### src/rtl/pwm_counter_if.sv
// ============================================================================
// Module : pwm_counter_if
// Counter configuration inputs and timebase outputs shared with pwm_gen.
// Rev    : 1.0
// ============================================================================
`default_nettype none

interface pwm_counter_if #(
  parameter int WIDTH = 16,
  parameter int PSC_W = 8
);
  logic             en;
  logic             count_reset;
  logic [WIDTH-1:0] period;
  logic [PSC_W-1:0] prescale;
  logic             upnotdown;
  logic [WIDTH-1:0] count_val;
  logic             ovf;
  logic             udf;

  modport master (
    output en, count_reset, period, prescale, upnotdown,
    input  count_val, ovf, udf
  );

  modport slave (
    input  en, count_reset, period, prescale, upnotdown,
    output count_val, ovf, udf
  );
endinterface

`default_nettype wire

### src/rtl/pwm_counter.sv
// ============================================================================
// Module : pwm_counter
// Prescaled up/down timebase counter with single-cycle wrap pulses.
// Rev    : 1.0
// ============================================================================
`default_nettype none

module pwm_counter #(
  parameter int WIDTH = 16,
  parameter int PSC_W = 8
) (
  input  wire logic      clk,
  input  wire logic      rst_n,
  pwm_counter_if.slave   bus
);

  logic [WIDTH-1:0] count_q, count_d;
  logic [PSC_W-1:0] psc_q,   psc_d;
  logic             ovf_q,   ovf_d;
  logic             udf_q,   udf_d;
  logic             tick;

  always_comb begin
    count_d = count_q;
    psc_d   = psc_q;
    ovf_d   = 1'b0;
    udf_d   = 1'b0;
    tick    = 1'b0;
    if (bus.count_reset) begin
      count_d = '0;
      psc_d   = '0;
    end else if (!bus.en) begin
      psc_d   = '0;
    end else begin
      // >= lets a lowered prescale take effect without a full wrap
      tick  = (psc_q >= bus.prescale);
      psc_d = tick ? '0 : psc_q + 1'b1;
      if (tick) begin
        if (bus.upnotdown) begin
          if (count_q >= bus.period) begin
            count_d = '0;
            ovf_d   = 1'b1;
          end else begin
            count_d = count_q + 1'b1;
          end
        end else begin
          if (count_q == '0) begin
            count_d = bus.period;
            udf_d   = 1'b1;
          end else if (count_q > bus.period) begin
            count_d = bus.period;
          end else begin
            count_d = count_q - 1'b1;
          end
        end
      end
    end
  end

  always_ff @(posedge clk or negedge rst_n) begin
    if (!rst_n) begin
      count_q <= '0;
      psc_q   <= '0;
      ovf_q   <= 1'b0;
      udf_q   <= 1'b0;
    end else begin
      count_q <= count_d;
      psc_q   <= psc_d;
      ovf_q   <= ovf_d;
      udf_q   <= udf_d;
    end
  end

  assign bus.count_val = count_q;
  assign bus.ovf       = ovf_q;
  assign bus.udf       = udf_q;

endmodule

`default_nettype wire

### src/flat_wrapper.sv
// flat-port wrapper written by rule: the top's interface ports become plain ports
module pwm_counter_flat 
#(
  parameter int WIDTH = 16,
  parameter int PSC_W = 8
)
  (clk, rst_n, bus_en, bus_count_reset, bus_period, bus_prescale, bus_upnotdown, bus_count_val, bus_ovf, bus_udf);
  pwm_counter_if #(.WIDTH(WIDTH), .PSC_W(PSC_W)) bus_i ();
  input  wire logic clk;
  input  wire logic rst_n;
  input wire logic [$bits(bus_i.en)-1:0] bus_en;
  input wire logic [$bits(bus_i.count_reset)-1:0] bus_count_reset;
  input wire logic [$bits(bus_i.period)-1:0] bus_period;
  input wire logic [$bits(bus_i.prescale)-1:0] bus_prescale;
  input wire logic [$bits(bus_i.upnotdown)-1:0] bus_upnotdown;
  output wire logic [$bits(bus_i.count_val)-1:0] bus_count_val;
  output wire logic [$bits(bus_i.ovf)-1:0] bus_ovf;
  output wire logic [$bits(bus_i.udf)-1:0] bus_udf;
  assign bus_i.en = bus_en;
  assign bus_i.count_reset = bus_count_reset;
  assign bus_i.period = bus_period;
  assign bus_i.prescale = bus_prescale;
  assign bus_i.upnotdown = bus_upnotdown;
  assign bus_count_val = bus_i.count_val;
  assign bus_ovf = bus_i.ovf;
  assign bus_udf = bus_i.udf;
  pwm_counter #(.WIDTH(WIDTH), .PSC_W(PSC_W)) u_core (.clk(clk), .rst_n(rst_n), .bus(bus_i));
endmodule
### config.mk
export PLATFORM = sky130hd
export DESIGN_NAME = pwm_counter_flat
export DESIGN_NICKNAME = d
export VERILOG_FILES = /design/src/rtl/pwm_counter_if.sv /design/src/rtl/pwm_counter.sv /design/src/flat_wrapper.sv
export SDC_FILE = /design/constraint.sdc
export NUM_CORES = 1
export LEC_CHECK = 0
export CAP_MARGIN = 40
export CORE_MARGIN = 8
export CORE_UTILIZATION = 35
export DETAILED_ROUTE_END_ITERATION = 8
export SLEW_MARGIN = 5
export SYNTH_ARGS = -nofsm -noshare
export SYNTH_HDL_FRONTEND = slang
export SYNTH_SLANG_ARGS = --single-unit
### constraint.sdc
create_clock -name clk -period 3.9 [get_ports clk]
set_input_delay 0.78 -clock clk [delete_from_list [all_inputs] [get_ports clk]]
set_output_delay 0.78 -clock clk [all_outputs]
set_load 0.02 [all_outputs]
==> results of run 1 <==
-- metal layers --
metal / track usage (%) / share of wire [%] / vias to the layer above
met5: 0 / 0 / -
met4: 3.52 / 0.75 / 0
met3: 2.30 / 5.6 / 7
met2: 24.8 / 46 / 102
met1: 21.3 / 48 / 1388
li1: - / - / 1400
-- layout by cell type (no fill, tap or decap), types with 2 or more instances in the layout --
master	netlist	final
sky130_fd_sc_hd__clkdlybuf4s50_1	0	46
sky130_fd_sc_hd__a21oi_1	19	19
sky130_fd_sc_hd__or4_4	3	3
sky130_fd_sc_hd__o31ai_1	4	4
sky130_fd_sc_hd__nor3_1	18	18
sky130_fd_sc_hd__or2_2	4	4
sky130_fd_sc_hd__a22oi_1	3	3
sky130_fd_sc_hd__nor4_1	20	20
sky130_fd_sc_hd__buf_4	5	8
sky130_fd_sc_hd__nand3_1	17	17
sky130_fd_sc_hd__and3_1	7	7
sky130_fd_sc_hd__nand4_1	5	5
sky130_fd_sc_hd__a21o_1	3	3
sky130_fd_sc_hd__o41ai_1	7	7
sky130_fd_sc_hd__a211o_1	6	6
sky130_fd_sc_hd__nand2_1	25	25
sky130_fd_sc_hd__ha_1	28	28
sky130_fd_sc_hd__xnor2_1	10	10
sky130_fd_sc_hd__nor4_4	3	3
sky130_fd_sc_hd__inv_1	31	31
sky130_fd_sc_hd__nor3b_1	2	2
sky130_fd_sc_hd__o21ai_1	2	2
sky130_fd_sc_hd__clkbuf_8	0	3
sky130_fd_sc_hd__or3_1	4	4
sky130_fd_sc_hd__o21ai_0	11	11
sky130_fd_sc_hd__o211ai_1	2	2
sky130_fd_sc_hd__nor2_1	28	28
sky130_fd_sc_hd__a211oi_1	15	15
sky130_fd_sc_hd__o31a_1	2	2
sky130_fd_sc_hd__o21a_1	2	2
sky130_fd_sc_hd__xor2_1	9	9
sky130_fd_sc_hd__nand2b_1	2	2
sky130_fd_sc_hd__a22o_1	2	2
sky130_fd_sc_hd__dfrtp_1	26	26
-- worst min-delay path by stage --
stage                                          to  slack [ps]  depth (start not counted)
after floorplan           u_core.bus.count_val[0]         480                          0
after global placement            u_core.psc_q[0]         540                          1
after detailed placement          u_core.psc_q[0]         540                          1
after CTS                         u_core.psc_q[0]         560                          1
after global routing              u_core.psc_q[0]         580                          1
final                             u_core.psc_q[0]         550                          1
-- state kept, by name (all words and copies together) (netlist names) --
register / cells
u_core.bus.count_val: 16
u_core.psc_q: 8
u_core.bus.ovf: 1
u_core.bus.udf: 1
-- layout make-up --
class / count / area [um^2] / share of cell area (%)
Multi-Input combinational cell: 278 / 1930 / 56.4
Sequential cell: 26 / 651 / 19.0
Timing Repair Buffer: 54 / 520 / 15.2
Tap cell: 105 / 131 / 3.84
Inverter: 31 / 116 / 3.41
Clock buffer: 3 / 41.3 / 1.21
Clock inverter: 1 / 30.0 / 0.879
-- power breakdown --
part / leakage (nW) / total (mW) / switching (mW) / internal [mW]
Clock: 0.0357 / 0.243 / 0.105 / 0.138
Sequential: 0.350 / 0.436 / 0.128 / 0.308
Combinational: 1.09 / 0.796 / 0.442 / 0.354
-- cell families after synthesis --
family	share of synthesized area (%)
fa+ha+maj	12.3
compound gates	22.2
buf+inv	9.29
xor+xnor	5.86
flops	22.9
simple gates	27.4
-- metrics by stage --
| step | setup slack [ps] | power (mW) | util [%] | cells | hold WS, ps |
|---|---|---|---|---|---|
| final | 502 | 1.47 | 42.4 | 498 | 550 |
| after global routing | 200 | 1.58 | 42.4 | 498 | 578 |
| after CTS | 531 | 1.47 | 42.4 | 498 | 560 |
| after detailed placement | 236 | 1.23 | 41.6 | 494 | 545 |
| after global placement | 259 | 1.22 | 41.6 | 494 | 536 |
| after floorplan | 1060 | 0.994 | - | 359 | 484 |
-- worst register-to-register path, delay by kind of cell (launching register included) --
kind	cells	cell delay [ps]
DFF	1	620
adders and majority gates	1	340
and+or+nand+nor	2	550
AOI/OAI and AO/OA	5	1420
-- Yosys cell counts, types with 4 or more instances --
cell type / number
sky130_fd_sc_hd__inv_1: 31
sky130_fd_sc_hd__ha_1: 28
sky130_fd_sc_hd__nor2_1: 28
sky130_fd_sc_hd__dfrtp_1: 26
sky130_fd_sc_hd__nand2_1: 25
sky130_fd_sc_hd__nor4_1: 20
sky130_fd_sc_hd__a21oi_1: 19
sky130_fd_sc_hd__nor3_1: 18
sky130_fd_sc_hd__nand3_1: 17
sky130_fd_sc_hd__a211oi_1: 15
sky130_fd_sc_hd__o21ai_0: 11
sky130_fd_sc_hd__xnor2_1: 10
sky130_fd_sc_hd__xor2_1: 9
sky130_fd_sc_hd__and3_1: 7
sky130_fd_sc_hd__clkbuf_1: 7
sky130_fd_sc_hd__o41ai_1: 7
sky130_fd_sc_hd__a211o_1: 6
sky130_fd_sc_hd__buf_2: 6
sky130_fd_sc_hd__buf_4: 5
sky130_fd_sc_hd__nand4_1: 5
sky130_fd_sc_hd__buf_6: 4
sky130_fd_sc_hd__o31ai_1: 4
sky130_fd_sc_hd__or2_2: 4
sky130_fd_sc_hd__or3_1: 4
==> results, run 1 <==
- The ratio of final minimum period to clock period is 87.1%.
- The floorplan die width is 106 um.
- The tightest min-delay check is of the reg -> reg type.
- The final number of hold-violating endpoints is 0.
- Setup total negative slack on the finished layout was measured at 0 ps.
- The first detailed-routing pass took 5 iterations.
- Setup repair after global routing left no endpoint under its margin.
- The post-synthesis async set-or-reset flop share is 100%.
- The netlist uses 52 different library cells.
- The endpoint of the worst setup timing path is u_core.bus.count_val[14].
- The most numerous cell type found on the critical path is sky130_fd_sc_hd__o41ai_1.
- The filler cell count in the final layout is 842.
- At the worst endpoint, the required time is 4120 ps.
- The H-tree depth reported by CTS is 1.
- Clock-pin slew was measured on the worst setup and hold paths at 110 ps.
- Once detailed placement completed, the half-perimeter wirelength came to 6640 um.
- Yosys mapped a number of flops with a built-in enable equal to 0.
- The startpoint type of the worst setup path is an input pin.
- The total inserted antenna cells is 0.
- The first-iteration detailed-routing DRC count is 194.
- Clock tree synthesis inserted a total of 3 buffers.
- The peak supply drop is 0.198 mV.
- The biggest fanout along the worst timing path is 9.
- The via-per-instance ratio is 5.82.
- When the netlist entered floorplanning its net count stood at 416.
- The register-to-register setup slack is 900 ps.
- The number of max-cap violations is 0.
- The relative max-transition margin is 44.4%.
- The number of synthesis warnings is 0.
- In this run the critical register-to-register path is launched from u_core.bus.count_val[6].
- After clock tree synthesis, the flow added hold-fix buffers numbering 0.
- Power spread over the standard cell area amounts to 432 mW/mm^2.
- The category of the worst setup path capture point is a register.
- The count of final max-slew check failures is 0.
- The floorplan die area is 0.0113 mm^2.
- The area inside the core boundary is 0.00805 mm^2.
- Among cell families on the critical path, the largest total delay comes from compound AO/OA/AOI/OAI gates.
- In this run the critical register-to-register path is captured at u_core.bus.count_val[14].
- For this design the top-level I/O count stands at 47.
- Summed over its instances, the top area cell type makes up 22.9% of the synthesized netlist area.
- The most critical setup path has its startpoint at bus_period[6].
- The detail route stage leaves a number of antenna-violating nets equal to 0.
- Of all cell types, the one taking the most synthesized area is sky130_fd_sc_hd__dfrtp_1.
- The total cell area at the placement stage is 0.00335 mm^2.
- Together, buffers and inverters on the worst path number 2.
- The worst path in the final design needs a cycle of 3400 ps, including I/O delays and setup.
- Once the clock tree was built, the resizer swapped 0 gates to a different size.
- The global router's overall resource usage is 15.5%.
- The total of endpoints with negative setup slack in the final report is 0.
- After routing the design area is 0.00342 mm^2.
- Walking the worst path, the cells encountered are clkdlybuf4s50_1 > inv_1 > ha_1 > nand4_1 > o21bai_1 > o41ai_1 > nand3_1 > o41ai_1 > a21oi_1 > o21ai_0.
- During placement, the flow inserted port buffers numbering 46.
- The layout-stage area growth over the synthesis result is 20.3%.
- The setup clock skew after layout is 11.4 ps.
- The post-route DRC violation count is 0.
- The number of antenna violations at the first check in global routing is 0.
- The starting density of the core is 35.3%.
- The via count is 2897.
- The cell area after synthesis is 0.00284 mm^2.
- For this design, the slowest cell found on the critical path is sky130_fd_sc_hd__clkdlybuf4s50_1.
- After clock tree synthesis, the setup repair step added 0 buffers.
- The later pin in the worst-skew pair is clocked with a latency of 290 ps.
- Summed over all layers, the routed wires come to 8770 um.
- The floorplan has 33 rows.
- At the end of routability-driven placement, the weighted congestion stood at 0.879.
- The y dimension of the die is 106 um.
- Ranked by total cell area, the synthesized netlist is headed by sky130_fd_sc_hd__dfrtp_1, sky130_fd_sc_hd__ha_1, sky130_fd_sc_hd__nor4_1.
- For the pin with the worst max-slew slack, the measured transition is 825 ps.
- The number of global-route vias before repair was 2737.
- The pin count of the biggest net entering global routing is 27.
- Counting every instance in the synthesized netlist gives 359.
- The worst endpoint data arrival time is 3610 ps.
- The cell count along the critical path is 10.
- The aggregate global routing overflow is 0.
- The logic depth of the worst register-to-register path is 8.
- In the synthesized netlist the dominant register cell turns out to be sky130_fd_sc_hd__dfrtp_1.
- The worst setup path is of the in -> reg kind.
- The mean area per synthesized cell is 7.91 um^2.
- The fraction of layout instances using a drive strength above 1 is 7.12%.
- The count of clock tree sinks is 26.
- For this design the static power due to leakage is 1.47 nW.
- The first global-routing pass estimated 14200 um of wire.
- The post-detailed-route wirelength per cell is 17.6 um.
- The run finished with clean final reports.
- The number of nets in the layout is 451.
- The delay of the slowest cell on the worst path is 500 ps.
- In this run the most critical hold path is launched from u_core.psc_q[0].
- The maximum clock frequency is 0.294 GHz.
- TritonCTS built the clock tree.
- The maximum number of buffers from clock root to sink is 2.
- The root buffer cell chosen for the clock tree is sky130_fd_sc_hd__clkbuf_8.
- The sequential share of the synthesized area is 22.9%.
- The number of register bits inferred by synthesis is 26.
Note: power is estimated with default switching activity, not from simulation.
==> run 2, diff against run 1 <==
PLACE_DENSITY = 0.61   (was default)
==> results, run 2 (synthesis results as in run 1) <==
- The run finished with clean final reports.
- The post-detailed-route wirelength per cell is 18.0 um (+2.2%).
- The fraction of layout instances using a drive strength above 1 is 6.89% (-0.24 points).
- The met1 layer usage reported by global route is 21.5% (+0.15 points).
- The count of clock tree sinks is 26 (unchanged).
- The endpoint of the worst setup timing path is u_core.bus.count_val[3].
- The cell at the root of the clock tree is sky130_fd_sc_hd__clkbuf_8.
- The startpoint type of the worst setup path is an input pin.
- The launch point of the critical path is bus_period[15].
- The quantity of hold-fixing buffers added after cts was 0 (unchanged).
- The number of global-route vias before repair is 2876 (+5.1%).
- The slowest stage of the critical path belongs to the cell sky130_fd_sc_hd__clkdlybuf4s50_1.
- The worst endpoint data arrival time is 3600 ps (about the same).
- The filler cell count in the final layout came to 832 (-1.2%).
- The slew of the pin with the lowest slew margin is 801 ps (-24.4 ps).
- The endpoint identified for the worst register-to-register timing path is u_core.bus.count_val[9].
- The wire length of the first global-routing pass was 14600 um (+2.9%).
- The count of final max-slew check failures is 0 (unchanged).
- The met2 capacity usage during global routing is 25.1% (+0.27 points).
- On the critical path the largest part of the delay comes from compound AO/OA/AOI/OAI gates.
- The register clock-pin slew on the reported worst setup and hold paths is 120 ps (about the same).
- Traced cell by cell, the critical path runs through clkdlybuf4s50_1 > inv_1 > ha_1 > nand4_1 > nor3_1 > o31ai_1 > a22o_1 > a211oi_1 > nor4_1 > a211o_1.
- The H-tree depth reported by CTS was 1 (unchanged).
- The number of buffers and inverters on the critical path is 2 (unchanged).
- The path type of the worst min-delay path is reg -> reg.
- The number of nets in the layout is 450 (-0.22%).
- The register-to-register setup slack is 890 ps (about the same).
- The sum of negative setup slack is 0 ps (unchanged).
- The maximum number of buffers from clock root to sink came to 2 (unchanged).
- The HPWL reported at the end of detailed placement is 6710 um (+1.0%).
- Setup repair after global routing left no endpoint under its margin.
- The aggregate global routing overflow is 0 (unchanged).
- The data required time of the worst path is 4090 ps (-30 ps).
- The global-route met3 utilization was 2.54% (+0.24 points).
- The logic depth of the worst register-to-register path was 8 (unchanged).
- The minimum clock period after layout is 3420 ps (+19.2 ps).
- The peak supply drop was 0.184 mV (-7.0%).
- The total of endpoints with negative setup slack in the final report is 0 (unchanged).
- The y dimension of the die is 106 um (unchanged).
- The floorplan row count is 33 (unchanged).
- The via count was 2934 (+1.3%).
- Relative to the synthesized area, the layout overhead comes to 20.0%.
- The critical path is of the in -> reg type.
- The remaining antenna violation count after routing is 0 (unchanged).
- The first-iteration detailed-routing DRC count is 215 (+11%).
- The number of CTS-inserted buffers was 3 (unchanged).
- The number of post-CTS setup repair buffers is 0 (unchanged).
- The ratio of final minimum period to clock period is 87.6% (+0.49 points).
- The post-cts gate resize count is 0 (unchanged).
- The static leakage is 1.47 nW (-0.37%).
- The area inside the core boundary is 0.00805 mm^2 (unchanged).
- The pin count of the biggest net entering global routing came to 27 (unchanged).
- The total inserted antenna cells is 0 (unchanged).
- The post-route DRC violation count came to 0 (unchanged).
- The cell count along the critical path was 10 (unchanged).
- The post-route worst hold slack is 557 ps (+7.18 ps).
- The final weighted congestion in routability-driven placement is 0.899 (+2.2%).
- The insertion delay of the later-clocked pin in the worst-skew pair is 290 ps (about the same).
- The CTS tree is built.
- The delay of the slowest cell on the worst path is 480 ps (-20 ps).
- The leading cell type in the layout, fill and taps excluded is sky130_fd_sc_hd__clkdlybuf4s50_1.
- The starting density of the core was 35.3% (unchanged).
- The final wirelength is 8940 um (+2.0%).
- The via-per-instance ratio is 5.90 (+1.5%).
- In this run the critical register-to-register path is launched from u_core.bus.count_val[6].
- The number of antenna violations at the first check in global routing is 0 (unchanged).
- The global router's overall resource usage is 15.7% (+0.27 points).
- The total iterations of the first detailed-routing run is 4 (-1).
- The category of the worst setup path capture point is a register.
- The maximum clock frequency is 0.293 GHz (-0.56%).
- The I/O pin total is 47 (unchanged).
- The biggest fanout along the worst timing path came to 11 (+2).
- The final number of hold-violating endpoints is 0 (unchanged).
- The count of buffers inserted at the top-level ports came to 46 (unchanged).
- The relative max-transition margin was 46.0% (+1.6 points).
- The most utilized layer in the global route result is met2.
- The ratio of total power to cell area is 434 mW/mm^2 (+0.63%).
- The library cells used most frequently in the layout, excluding fill and tap cells, are sky130_fd_sc_hd__clkdlybuf4s50_1, sky130_fd_sc_hd__inv_1, sky130_fd_sc_hd__nor2_1, sky130_fd_sc_hd__ha_1, sky130_fd_sc_hd__dfrtp_1.
- The number of max-cap violations is 0 (unchanged).
- The floorplan die area is 0.0113 mm^2 (unchanged).
- The flip-flop count of the largest register after layout was 16 (unchanged).
- The setup clock skew after layout is 14.2 ps (+2.87 ps).
- The floorplan die width came to 106 um (unchanged).
==> run 2: changes by cell type in the layout (fill, tap and decap cells not counted) <==
cell | previous run | this run
sky130_fd_sc_hd__buf_4 | 8 | 7
==> run 2: cell type report <==
class | instances | area (um^2) | area share [%]
Multi-Input combinational cell | 278 | 1930 | 56.5
Sequential cell | 26 | 651 | 19.1
Timing Repair Buffer | 53 | 513 | 15.0
Tap cell | 105 | 131 | 3.85
Inverter | 31 | 116 | 3.41
Clock buffer | 3 | 41.3 | 1.21
Clock inverter | 1 | 30.0 | 0.881
==> run 2: worst min path at each step <==
stage / depth (start not counted) / slack [ps] / end / start
floorplan: 0 / 480 / u_core.bus.count_val[0] / rst_n
global placement: 1 / 540 / u_core.psc_q[0] / u_core.psc_q[0]
detailed placement: 1 / 540 / u_core.psc_q[0] / u_core.psc_q[0]
CTS: 1 / 550 / u_core.psc_q[0] / u_core.psc_q[0]
global route: 1 / 590 / u_core.psc_q[0] / u_core.psc_q[0]
finish: 1 / 560 / u_core.psc_q[0] / u_core.psc_q[0]
==> run 2: power breakdown <==
part | internal, mW | switching, mW
logic | 0.355 | 0.439
registers | 0.308 | 0.139
clock network | 0.138 | 0.103
total | 0.800 | 0.681
==> run 2: routing by layer <==
layer | vias to the layer above | wire length, um
met4 | 0 | 110
met3 | 11 | 591
met2 | 128 | 4040
li1 | 1389 | -
met1 | 1406 | 4200
met5 | - | 0
==> run 2: metrics by stage <==
stage	total power [mW]	utilization, %	area [um^2]	cells	setup WS (ps)
final	1.48	42.3	3410	497	483
after global routing	1.58	42.3	3410	497	292
after CTS	1.48	42.3	3410	497	536
after detailed placement	1.23	41.5	3340	493	263
after global placement	1.22	41.5	3340	493	260
after floorplan	0.994	-	2840	359	1060
==> run 3, diff against run 2 <==
clock period = 3.81 ns   (was 3.9 ns; I/O delays follow)
==> results, run 3 (synthesis results as in run 1) <==
- The run finished with clean final reports.
- The post-route worst hold slack is 558 ps (+1.02 ps).
- The number of global-route vias before repair is 2845 (-1.1%).
- The maximum number of buffers from clock root to sink is 2 (unchanged).
- The floorplan die width was 106 um (unchanged).
- The combinational fraction of design power is 53.8% (+0.2 points).
- The worst endpoint data arrival time came to 3590 ps (about the same).
- The register-to-register setup slack came to 830 ps (-60 ps).
- The I/O pin total is 47 (unchanged).
- The slew of the pin with the lowest slew margin was 790 ps (-10.8 ps).
- The count of buffers inserted at the top-level ports came to 46 (unchanged).
- The capture instance of the worst register-to-register path is u_core.bus.count_val[9].
- The post-cts gate resize count came to 0 (unchanged).
- The count of clock tree sinks is 26 (unchanged).
- Of the available clock period, the critical path in the final layout requires 89.5%.
- The met1 layer usage reported by global route was 20.4% (-1.0 points).
- The combined area of the multi-input logic cells is 0.00193 mm^2 (unchanged).
- The via count was 2901 (-1.1%).
- The category of the worst setup path capture point is a register.
- The y dimension of the die is 106 um (unchanged).
- The critical path start-end classification is in -> reg.
- The remaining antenna violation count after routing came to 0 (unchanged).
- The relative max-transition margin is 47.1% (+1.1 points).
- The number of nets in the layout is 452 (+0.44%).
- The floorplan row count is 33 (unchanged).
- The filler cell count in the final layout is 834 (+0.24%).
- The data required time of the worst path is 3990 ps (-100 ps).
- The first-iteration detailed-routing DRC count is 144 (-33%).
- The min-delay analysis places its worst path in the category reg -> reg.
- The number of max-cap violations is 0 (unchanged).
- The cell count of the worst hold path is 1 (unchanged).
- The ratio of total power to cell area is 441 mW/mm^2 (+1.4%).
- The count of final max-slew check failures is 0 (unchanged).
- The via-per-instance ratio is 5.81 (-1.5%).
- The total of endpoints with negative setup slack in the final report is 0 (unchanged).
- The global router's overall resource usage is 15.5% (-0.28 points).
- The CTS tree is built.
- The post-detailed-route wirelength per cell is 17.7 um (-1.8%).
- The sum of negative setup slack is 0 ps (unchanged).
- The flip-flop count of the largest register after layout was 16 (unchanged).
- The floorplan die area came to 0.0113 mm^2 (unchanged).
- The switching power total came to 689 uW (+1.2%).
- The final number of hold-violating endpoints is 0 (unchanged).
- The pin count of the biggest net entering global routing was 27 (unchanged).
- In this run the critical register-to-register path is launched from u_core.bus.count_val[6].
- The wire length of the first global-routing pass is 14200 um (-2.4%).
- Setup repair after global routing left no endpoint under its margin.
- The HPWL reported at the end of detailed placement is 6700 um (-0.22%).
- The post-route DRC violation count came to 0 (unchanged).
- The total iterations of the first detailed-routing run is 4 (unchanged).
- The insertion delay of the later-clocked pin in the worst-skew pair is 280 ps (about the same).
- The met2 capacity usage during global routing was 24.3% (-0.85 points).
- The leading cell type in the layout, fill and taps excluded is sky130_fd_sc_hd__clkdlybuf4s50_1.
- The worst setup path is launched from an input pin.
- The quantity of hold-fixing buffers added after cts is 0 (unchanged).
- The logic depth of the worst register-to-register path is 8 (unchanged).
- The area inside the core boundary came to 0.00805 mm^2 (unchanged).
- The aggregate global routing overflow is 0 (unchanged).
- The number of post-CTS setup repair buffers is 0 (unchanged).
- The worst hold path begins at u_core.psc_q[0].
- The endpoint of the worst hold path is u_core.psc_q[0].
- Subtracting the final worst setup slack from the clock period gives 3410 ps.
- The sequential share of power was 29.8% (-0.4 points).
- The register clock-pin slew on the reported worst setup and hold paths is 110 ps (about the same).
- The most utilized layer in the global route result is met2.
- Based on the critical path, the design can be clocked at up to 0.293 GHz.
- The H-tree depth reported by CTS is 1 (unchanged).
- The fraction of layout instances using a drive strength above 1 is 7.36% (+0.47 points).
- The global-route met3 utilization is 2.84% (+0.30 points).
- The layout-stage area growth over the synthesis result is 20.5%.
- The switching power share of the total is 45.7% (-0.31 points).
- The setup clock skew after layout was 8.10 ps (-6.12 ps).
- The biggest fanout along the worst timing path was 11 (unchanged).
- The clock share of power came to 16.4% (about the same).
- The number of CTS-inserted buffers is 3 (unchanged).
- The number of antenna violations at the first check in global routing is 0 (unchanged).
- The final weighted congestion in routability-driven placement came to 0.891 (-0.93%).
- In the layout the commonest cells are sky130_fd_sc_hd__clkdlybuf4s50_1, sky130_fd_sc_hd__inv_1, sky130_fd_sc_hd__nor2_1, sky130_fd_sc_hd__ha_1, sky130_fd_sc_hd__dfrtp_1.
- The static leakage was 1.48 nW (+0.70%).
- The starting density of the core is 35.3% (unchanged).
- The total inserted antenna cells was 0 (unchanged).
- The final wirelength is 8810 um (-1.4%).
- The peak supply drop is 0.207 mV (+13%).
- The combined flip-flop and latch cell area came to 651 um^2 (unchanged).
- The cell at the root of the clock tree is sky130_fd_sc_hd__clkbuf_8.
- The internal cell power came to 820 uW (+2.5%).
## run 3: per-layer routing
metal	vias to the layer above	wire, um
met2	120	3930
met4	0	243
li1	1404	-
met3	22	637
met1	1355	4010
met5	-	0
## run 3: how the worst max path moves through the flow
stage	from	to	slack, ps	cells past startpoint
floorplan	bus_period[13]	u_core.bus.count_val[7]	980	10
global placement	bus_period[6]	u_core.bus.count_val[9]	190	10
detailed placement	bus_period[15]	u_core.bus.count_val[7]	170	10
CTS	bus_period[15]	u_core.bus.count_val[3]	460	10
global route	bus_period[15]	u_core.bus.count_val[3]	170	10
finish	bus_period[15]	u_core.bus.count_val[3]	400	10
## run 3: area by class of cell
class,instances,area share (%)
Multi-Input combinational cell,278,56.3
Timing Repair Buffer,55,15.4
Clock buffer,3,1.21
Tap cell,105,3.84
Clock inverter,1,0.877
Sequential cell,26,19.0
Inverter,31,3.40
## run 3: power by group through the flow
stage	clock (mW)	sequential, mW	combinational, mW
after global placement	0	0.452	0.797
after floorplan	0	0.412	0.605
after detailed placement	0	0.455	0.809
final	0.247	0.450	0.812
after CTS	0.252	0.449	0.812
after global routing	0.258	0.461	0.891
## run 3: stage by stage
step / std cells / setup WS (ps) / instance area [um^2] / utilization [%] / total power, mW
2_1_floorplan: 359 / 985 / 2840 / - / 1.02
3_3_place_gp: 495 / 192 / 3350 / 41.6 / 1.25
3_5_place_dp: 495 / 174 / 3350 / 41.6 / 1.26
4_1_cts: 499 / 459 / 3420 / 42.5 / 1.51
5_1_grt: 499 / 167 / 3420 / 42.5 / 1.61
6_report: 499 / 401 / 3420 / 42.5 / 1.51
## run 3: critical path: stages
cell and delay, ps:
sky130_fd_sc_hd__clkdlybuf4s50_1 500, sky130_fd_sc_hd__inv_1 50, sky130_fd_sc_hd__ha_1 290, sky130_fd_sc_hd__nand4_1 180
sky130_fd_sc_hd__nor3_1 470, sky130_fd_sc_hd__o31ai_1 180, sky130_fd_sc_hd__a22o_1 390, sky130_fd_sc_hd__a211oi_1 390
sky130_fd_sc_hd__nor4_1 100, sky130_fd_sc_hd__a211o_1 270
